File: src/rtl/dram_write_control.sv
// Ring-buffer DRAM capture writer: wraps until triggered, then writes POST_TRIG more words and stops; WR_DROP_CNT_EN adds drop_cnt.
// Write command is raised the cycle after a word is captured; din_ready is low while a command waits for dram_ready.
module dram_write_control #(
    parameter int ADDR_W    = 24,
    parameter int DATA_W    = 144,
    parameter int DEPTH     = 1 << ADDR_W,
    parameter int POST_TRIG = 1024
) (
    input  logic              clk,
    input  logic              rst,
    input  logic              en,
    input  logic              trig,
    input  logic [DATA_W-1:0] din,
    input  logic              din_valid,
    output logic              din_ready,
    output logic [ADDR_W-1:0] dram_addr,
    output logic [DATA_W-1:0] dram_data,
    output logic              dram_cmd_valid,
    output logic              dram_rwn,
    input  logic              dram_ready,
    output logic [ADDR_W-1:0] trig_addr,
    output logic              wrapped,
    output logic              done,
    output logic              overflow,
    output logic [1:0]        state
`ifdef WR_DROP_CNT_EN
    ,
    output logic [15:0]       drop_cnt
`endif
);

    typedef enum logic [1:0] {
        IDLE  = 2'd0,
        CAPT  = 2'd1,
        ISSUE = 2'd2,
        DONE  = 2'd3
    } state_t;

    localparam logic [ADDR_W-1:0] PTR_LAST  = ADDR_W'(DEPTH - 1);
    localparam logic [ADDR_W:0]   POST_LIM  = (ADDR_W+1)'(POST_TRIG);
    localparam bit                POST_ZERO = (POST_TRIG == 0);

    state_t              cur, nxt;
    logic [ADDR_W-1:0]   ptr;
    logic                triggered;
    logic [ADDR_W:0]     post_cnt, post_nxt;
    logic                start, take, accept, trig_hit, drop;

    always_ff @(posedge clk or negedge rst) begin
        if (!rst) cur <= IDLE;
        else      cur <= nxt;
    end

    always_comb begin
        nxt      = cur;
        start    = 1'b0;
        take     = 1'b0;
        accept   = 1'b0;
        trig_hit = 1'b0;
        drop     = 1'b0;
        post_nxt = post_cnt;
        case (cur)
            IDLE: if (en) begin
                nxt   = CAPT;
                start = 1'b1;
            end
            CAPT: begin
                trig_hit = trig && !triggered;
                if (!en)                        nxt = IDLE;
                else if (trig_hit && POST_ZERO) nxt = DONE;
                else if (din_valid) begin
                    take = 1'b1;
                    nxt  = ISSUE;
                end
            end
            ISSUE: begin
                trig_hit = trig && !triggered;
                drop     = din_valid;
                if (trig_hit && POST_ZERO) nxt = DONE;
                else if (dram_ready) begin
                    accept = 1'b1;
                    // A trigger arriving with the acceptance makes this word post-trigger word 1
                    if (triggered || trig_hit) post_nxt = post_cnt + (ADDR_W+1)'(1);
                    if ((triggered || trig_hit) && post_nxt == POST_LIM) nxt = DONE;
                    else if (!en)                                        nxt = IDLE;
                    else                                                 nxt = CAPT;
                end
            end
            DONE: if (!en) nxt = IDLE;
            default: nxt = IDLE;
        endcase
    end

    always_ff @(posedge clk or negedge rst) begin
        if (!rst) begin
            ptr       <= '0;
            dram_data <= '0;
            trig_addr <= '0;
            triggered <= 1'b0;
            post_cnt  <= '0;
            wrapped   <= 1'b0;
            overflow  <= 1'b0;
`ifdef WR_DROP_CNT_EN
            drop_cnt  <= '0;
`endif
        end else if (start) begin
            ptr       <= '0;
            trig_addr <= '0;
            triggered <= 1'b0;
            post_cnt  <= '0;
            wrapped   <= 1'b0;
            overflow  <= 1'b0;
`ifdef WR_DROP_CNT_EN
            drop_cnt  <= '0;
`endif
        end else begin
            if (take) dram_data <= din;
            if (trig_hit) begin
                triggered <= 1'b1;
                trig_addr <= ptr;
            end
            if (accept) begin
                post_cnt <= post_nxt;
                if (ptr == PTR_LAST) begin
                    ptr     <= '0;
                    wrapped <= 1'b1;
                end else begin
                    ptr <= ptr + ADDR_W'(1);
                end
            end
            if (drop) overflow <= 1'b1;
`ifdef WR_DROP_CNT_EN
            if (drop && drop_cnt != 16'hFFFF) drop_cnt <= drop_cnt + 16'd1;
`endif
        end
    end

    assign din_ready      = (cur == CAPT);
    assign dram_cmd_valid = (cur == ISSUE);
    assign done           = (cur == DONE);
    assign dram_addr      = ptr;
    assign dram_rwn       = 1'b0;
    assign state          = cur;

endmodule

File: config.mk
export PLATFORM = sky130hd
export DESIGN_NAME = dram_write_control
export DESIGN_NICKNAME = d
export VERILOG_FILES = /design/src/rtl/dram_write_control.sv
export SDC_FILE = /design/constraint.sdc
export NUM_CORES = 1
export LEC_CHECK = 0
export ABC_AREA = 1
export BUFFER_PORTS_ARGS = -buffer_cell sky130_fd_sc_hd__buf_2
export CAP_MARGIN = 5
export CORE_ASPECT_RATIO = 1.75
export CORE_MARGIN = 3
export CORE_UTILIZATION = 47
export CTS_CLUSTER_DIAMETER = 150
export DETAILED_ROUTE_END_ITERATION = 8
export GPL_TIMING_DRIVEN = 0
export PLACE_DENSITY = 0.8
export SLEW_MARGIN = 25
export SYNTH_ARGS = -nofsm -noshare
export SYNTH_HDL_FRONTEND = slang
export SYNTH_SLANG_ARGS = --single-unit
File: constraint.sdc
create_clock -name clk -period 4.85 [get_ports clk]
set_input_delay 0.2425 -clock clk [delete_from_list [all_inputs] [get_ports clk]]
set_output_delay 0.2425 -clock clk [all_outputs]
set_load 0.02 [all_outputs]
==> run metrics, run 1 <==
first-pass GRT wire length around 52000 um; synthesized flop and latch total 222; Fill cells ~1400; Total Nets Final 1536; post-route setup slack around 2200 ps; CP delay by family, top buffers and inverters; total congestion overflow 0; Final Total Pwr 7534 uW; FF+latch area between 5000 and 6000 um2; Core ar. approximately 20000 um2; Final period util about 54%; outcome finished, final reports clean; CP endpoint kind flop; setup violators final 0; post-cts resize count 0; Lkg Pwr just under 0.007 uW; Final Wtd Congestion between 0.9 and 1; post-synthesis instance total 869; Vias about 8800; share of post-route cells with drive strength above 1 about two fifths; Die Y ~190 um; Worst-path clk slew roughly 60 ps; Hold Startpoint din[41]; Synth Warn # 0; relative slew slack roughly 48%; asr flop ratio synth 100.0%; Post-Syn Area between 9000 and 10000 um2; R2R Path Start state[0]$_DFFE_PN0P_; most frequent cells in the layout buf_2, dfrtp_1, mux2_2, dlygate4sd3_1, nand2_1; Max Fclk 0.3787 GHz; vias in the first global route approximately 9500; worst-path fanout max 10; CTS tree done; CP Cell Sequence inv_1 > ha_1 > nand2_1 > nand2_1 > clkbuf_1 > clkbuf_1 > o22ai_1; Post-Layout Inst Area ~14000 um2; area grow syn2layout 43.04%; max-cap violation count 0; clock sinks approximately 220; largest net degree at the start of global routing between 80 and 90; most common cell after layout, fill and taps aside buf_2; 1st-iter DRT viols around 530; cts bufs inserted 21; number of synthesized flops with an enable pin 0; Chip Width 114.0 um; vias per cell 5.350; Max Slew Vio Count 0; HPWL Detailed between 20000 and 25000 um; clk_skew between 15 and 20 ps; Netlist cell types 33; DRT Wirelength about 34000 um; number of setup buffers added after CTS 0; RSZ-0062 raised after global routing no; final hold violation count 0; Worst Setup SP state[0]$_DFFE_PN0P_; Place WS ~2300 ps; crit path launch type flop; First-pass DRT Iterations 5; antenna violations before repair 8; H-tree level count 1; I/O pin cnt 350; # rows 68; Placement Cell Area around 12000 um2; CP bufs+invs 3; Initial Util about 48%; clock buffer depth 3; ys flop type dfrtp_1; area of the multi-input gates 3607 um2; DRC 0; register area share after synthesis between 50% and 60%; cell taking the most area after synthesis dfrtp_1; syn_area_per_cell around 11 um2; hold buffers post-CTS 136; Port-buffer cells between 300 and 400; WS Path Type flop to flop; IR drop worst, VDD approximately 0.53 mV; syn nets 1026; CP max stage delay around 530 ps; post-synth top area share slightly below 60%; Global Route Usage Sum 29.90%; Worst-Margin Slew around 780 ps; pwr dens 549.4 nW/um2; Clock Latency Late Sink 500 ps; WP data required 5180 ps; Hold WC Path Type input port to flop; Detail Route Antenna Nets 0; clock root buffer clkbuf_16; die area between 20000 and 25000 um2; synth top area cells dfrtp_1, mux2_2, nand2_1; CP Data Arrival Time about 3000 ps; final period demand of the worst path around 2600 ps; routed length per placed instance roughly 21 um; Critical-path top delay cell clkbuf_1
-- path summary, 6_finish.rpt --
| kind | endpoint | slack [ps] | cells after the start |
|---|---|---|---|
| setup reg to reg | post_cnt[20]$_DFFE_PN0P_ | 2210 | 7 |
| setup / recovery | post_cnt[20]$_DFFE_PN0P_ | 2210 | 7 |
| hold reg to reg | dram_data[16]$_DFFE_PN0P_ | 500 | 1 |
| max in group asynchronous | dram_data[122]$_DFFE_PN0P_ | 3800 | 3 |
| min in group asynchronous | trig_addr[12]$_DFFE_PN0P_ | 270 | 2 |
| hold / removal | dram_data[41]$_DFFE_PN0P_ | 10 | 2 |
-- metrics by stage --
step           setup TNS [ps]  util, %  hold WS (ps)  cells
2_1_floorplan               0        -        -53.09    869
3_5_place_dp                0    58.77         197.2   1464
4_1_cts                     0    68.75         2.659   1635
6_report                    0    68.88         11.12   1642
5_1_grt                     0    68.88         2.053   1642
3_3_place_gp           -50910    58.44         472.8   1462
-- registers in the layout, summed over array words and instances, names as in the netlist --
register,flops
dram_addr,24
trig_addr,24
triggered,1
overflow,1
wrapped,1
post_cnt,25
dram_data,144
state,2
-- Yosys cell counts, types with 3 or more instances --
master	count
a21oi_1	11
buf_2	6
clkbuf_1	20
dfrtp_1	222
ha_1	7
inv_1	79
mux2_2	144
nand2_1	131
nand2_2	6
nand3_1	54
nand3_2	3
nand4_1	13
nor2_1	57
nor2_2	10
nor2_4	6
nor3_1	8
o21ai_0	46
o22ai_1	13
xor2_1	15
-- area by class of cell --
type	instances	share of cell area [%]
Sequential cell	222	40.51
Multi-Input combinational cell	538	26.30
Timing Repair Buffer	487	23.18
Clock buffer	30	4.370
Tap cell	245	2.235
Inverter	81	2.217
Buffer	28	0.8759
Clock inverter	5	0.2007
Antenna cell	6	0.1095
-- report_power, final --
group | total, uW | switching [uW] | leakage (uW) | internal [uW]
combinational | 3020 | 1850 | 0.00362 | 1170
clock | 1570 | 715 | 0.000309 | 857
sequential | 2950 | 440 | 0.00280 | 2510
-- routing by layer --
layer	vias up	part of all wire [%]	track usage, %
li1	3918	-	-
met1	4272	33	30.22
met2	450	54	54.93
met3	141	7.4	7.570
met4	4	6.0	15.81
met5	-	0.061	0
-- cell families after synthesis --
family	after synthesis	share of synthesized area (%)
DFF	222	57.95
AOI/OAI and AO/OA	78	4.490
other	1	0.03912
adders and majority gates	7	0.9136
xor gates and xnor gates	15	1.370
muxes	144	16.91
and+or+nand+nor	293	13.90
buffers and inverters	109	4.424
-- worst register-to-register path, delay by kind of cell, from the launching register on --
kind	cells	cell delay, ps
fa+ha+maj	1	310
simple gates	2	440
flops	1	420
compound gates	1	190
buf+inv	3	1130
(Power assumes the default switching activity.)
==> run 2, diff against run 1 <==
- clock period: 4.85 -> 2.65 ns (I/O delays scaled with it)
==> run 2 against run 1 <==
Final cell count increased by 0.73%; via count increased by 0.66%; sequential share of layout area fell by 0.39 points; sequential power is 83% higher; first-iteration DRC count is 6.1% higher; maximum frequency rose by 6.8%; critical path depth did not move; non-clock buffer count is 12 higher; global-route usage is 0.32 points higher; flip-flop and latch count is the same; clock-buffer cell count unchanged; routed wire length increased by 0.95%; critical path type unchanged.
==> run metrics, run 2 (same netlist as run 1, synthesis figures left out) <==
outcome finished, final reports clean; DRC 0; clock root buffer clkbuf_16; Die Y 194.9 um; I/O pin cnt 350; Layout Cells excl Fill around 1700; First-pass DRT Iterations 4; Core ar. 19910 um2; Final Wtd Congestion between 0.9 and 1; Chip Width approximately 110 um; R2R Path End post_cnt[20]$_DFFE_PN0P_; CP delay by family, top buffers and inverters; Clock Latency Late Sink around 500 ps; final period demand of the worst path 2473 ps; Detail Route Antenna Nets 0; H-tree level count 1; Critical-path top delay cell clkbuf_1; total congestion overflow 0; clock buffer depth 3; Placement Cell Area between 10000 and 15000 um2; Lkg Pwr approximately 0.0068 uW; R2R Path Start state[0]$_DFFE_PN0P_; # rows 68; CTS tree done; max-cap violation count 0; Port-buffer cells 348; most frequent cell on the critical path nand2_1; CP max stage delay approximately 450 ps; Max Fclk roughly 0.40 GHz; max reg flops 144; setup violators final 0; placed cells ~1500; die area approximately 22000 um2; final hold violation count 0; CP Data Arrival Time ~2800 ps; largest net degree at the start of global routing 88; Total Nets Final 1548; Final period util between 90% and 100%; Initial Util 48.15%; DRT Wirelength approximately 35000 um; Fill cells ~1400; RSZ-0062 raised after global routing no; worst-case reg-to-reg path depth 7; first-pass GRT wire length approximately 52000 um; Largest regs dram_data x144, post_cnt x25; Hold EP state[0]$_DFFE_PN0P_; most frequent cells in the layout buf_2, dfrtp_1, dlygate4sd3_1, mux2_2, nand2_1; CP Cell Sequence inv_1 > ha_1 > nand2_1 > nand2_1 > clkbuf_1 > clkbuf_2 > o22ai_1; share of post-route cells with drive strength above 1 approximately two fifths; antenna violations before repair 7; Max Slew Vio Count 0; Worst-Margin Slew between 800 and 900 ps; Vias 8843; IR drop worst, VDD 1.097 mV; cts bufs inserted 21; Global Route Usage Sum between 30% and 40%; register with the most flip-flops dram_data; clock sinks 222; area grow syn2layout 44.43%; crit path launch type flop; worst hold stages 3; HPWL Detailed 22160 um; CP bufs+invs 3; Hold Startpoint en; Hold WC Path Type input port to flop; post-route setup TNS 0 ps; routed length per placed instance 20.93 um; CP endpoint kind flop; flop2flop setup slack 180 ps; pwr dens 998.9 nW/um2; relative slew slack a little under half; worst-path fanout max 10; vias per cell approximately 5.3; Post-Layout Inst Area 13850 um2; WS Path Type flop to flop; clk_skew ~19 ps; vias in the first global route a little under 10000; Worst-path clk slew 60 ps; WP data required a little under 3000 ps; most common cell after layout, fill and taps aside buf_2; 1st-iter DRT viols about 560
-- run 2: cell count changes in the layout (fill, tap and decap cells not counted), sizes merged --
| cell | delta |
|---|---|
| buf | +3 |
| dlygate4sd3 | +9 |
-- run 2: power by group --
part	internal, uW	switching [uW]	total, uW
registers	4590	804	5390
clock network	1570	1300	2870
logic	2160	3410	5570
-- run 2: worst max-delay path by stage --
stage / startpoint / to / cells past startpoint
CTS: state[0]$_DFFE_PN0P_ / post_cnt[20]$_DFFE_PN0P_ / 7
global placement: rst / dram_data[88]$_DFFE_PN0P_ / 1
detailed placement: state[0]$_DFFE_PN0P_ / post_cnt[20]$_DFFE_PN0P_ / 7
finish: state[0]$_DFFE_PN0P_ / post_cnt[20]$_DFFE_PN0P_ / 7
floorplan: state[0]$_DFFE_PN0P_ / dram_addr[8]$_DFFE_PN0P_ / 10
global route: state[0]$_DFFE_PN0P_ / post_cnt[20]$_DFFE_PN0P_ / 7
-- run 2: layout make-up --
class                           count  area [um2]  share of cell area (%)
Inverter                           81       304.0                   2.196
Clock buffer                       30       599.3                   4.329
Multi-Input combinational cell    538        3612                   26.09
Antenna cell                        6       15.01                  0.1084
Timing Repair Buffer              499        3303                   23.86
Buffer                             28       122.6                  0.8856
Tap cell                          245       306.5                   2.214
Clock inverter                      5       27.53                  0.1988
Sequential cell                   222        5555                   40.12
-- run 2: worst min-delay path: stages --
cell and delay (ps):
buf_2 130, a211oi_1 80, a21boi_1 130
-- run 2: what timing repair did --
item / 4_1_cts / 5_1_grt
hold buffers: 146 / 0
endpoints found under the setup margin: 0 / 81
endpoints found under the hold margin: 202 / 0
buffers inserted: 0 / 3
gates resized for setup: 0 / 5
-- run 2: metal layers --
| metal | track usage [%] | routed length, um | up-vias |
|---|---|---|---|
| met4 | 16.20 | 2104 | 2 |
| met5 | 0 | 13 | - |
| li1 | - | - | 3938 |
| met3 | 7.632 | 2650 | 142 |
| met1 | 29.83 | 10990 | 4300 |
| met2 | 56.17 | 18860 | 461 |
-- run 2: stage by stage --
stage	power (uW)	setup WS [ps]	hold WS [ps]	util, %
after floorplan	8360	459.2	-163.1	-
after global placement	10250	-2347	362.8	58.44
after detailed placement	10460	86.59	87.21	58.77
after CTS	13510	71.55	10.28	69.26
after global routing	14390	50.09	68.29	69.55
final	13830	176.7	29.45	69.55
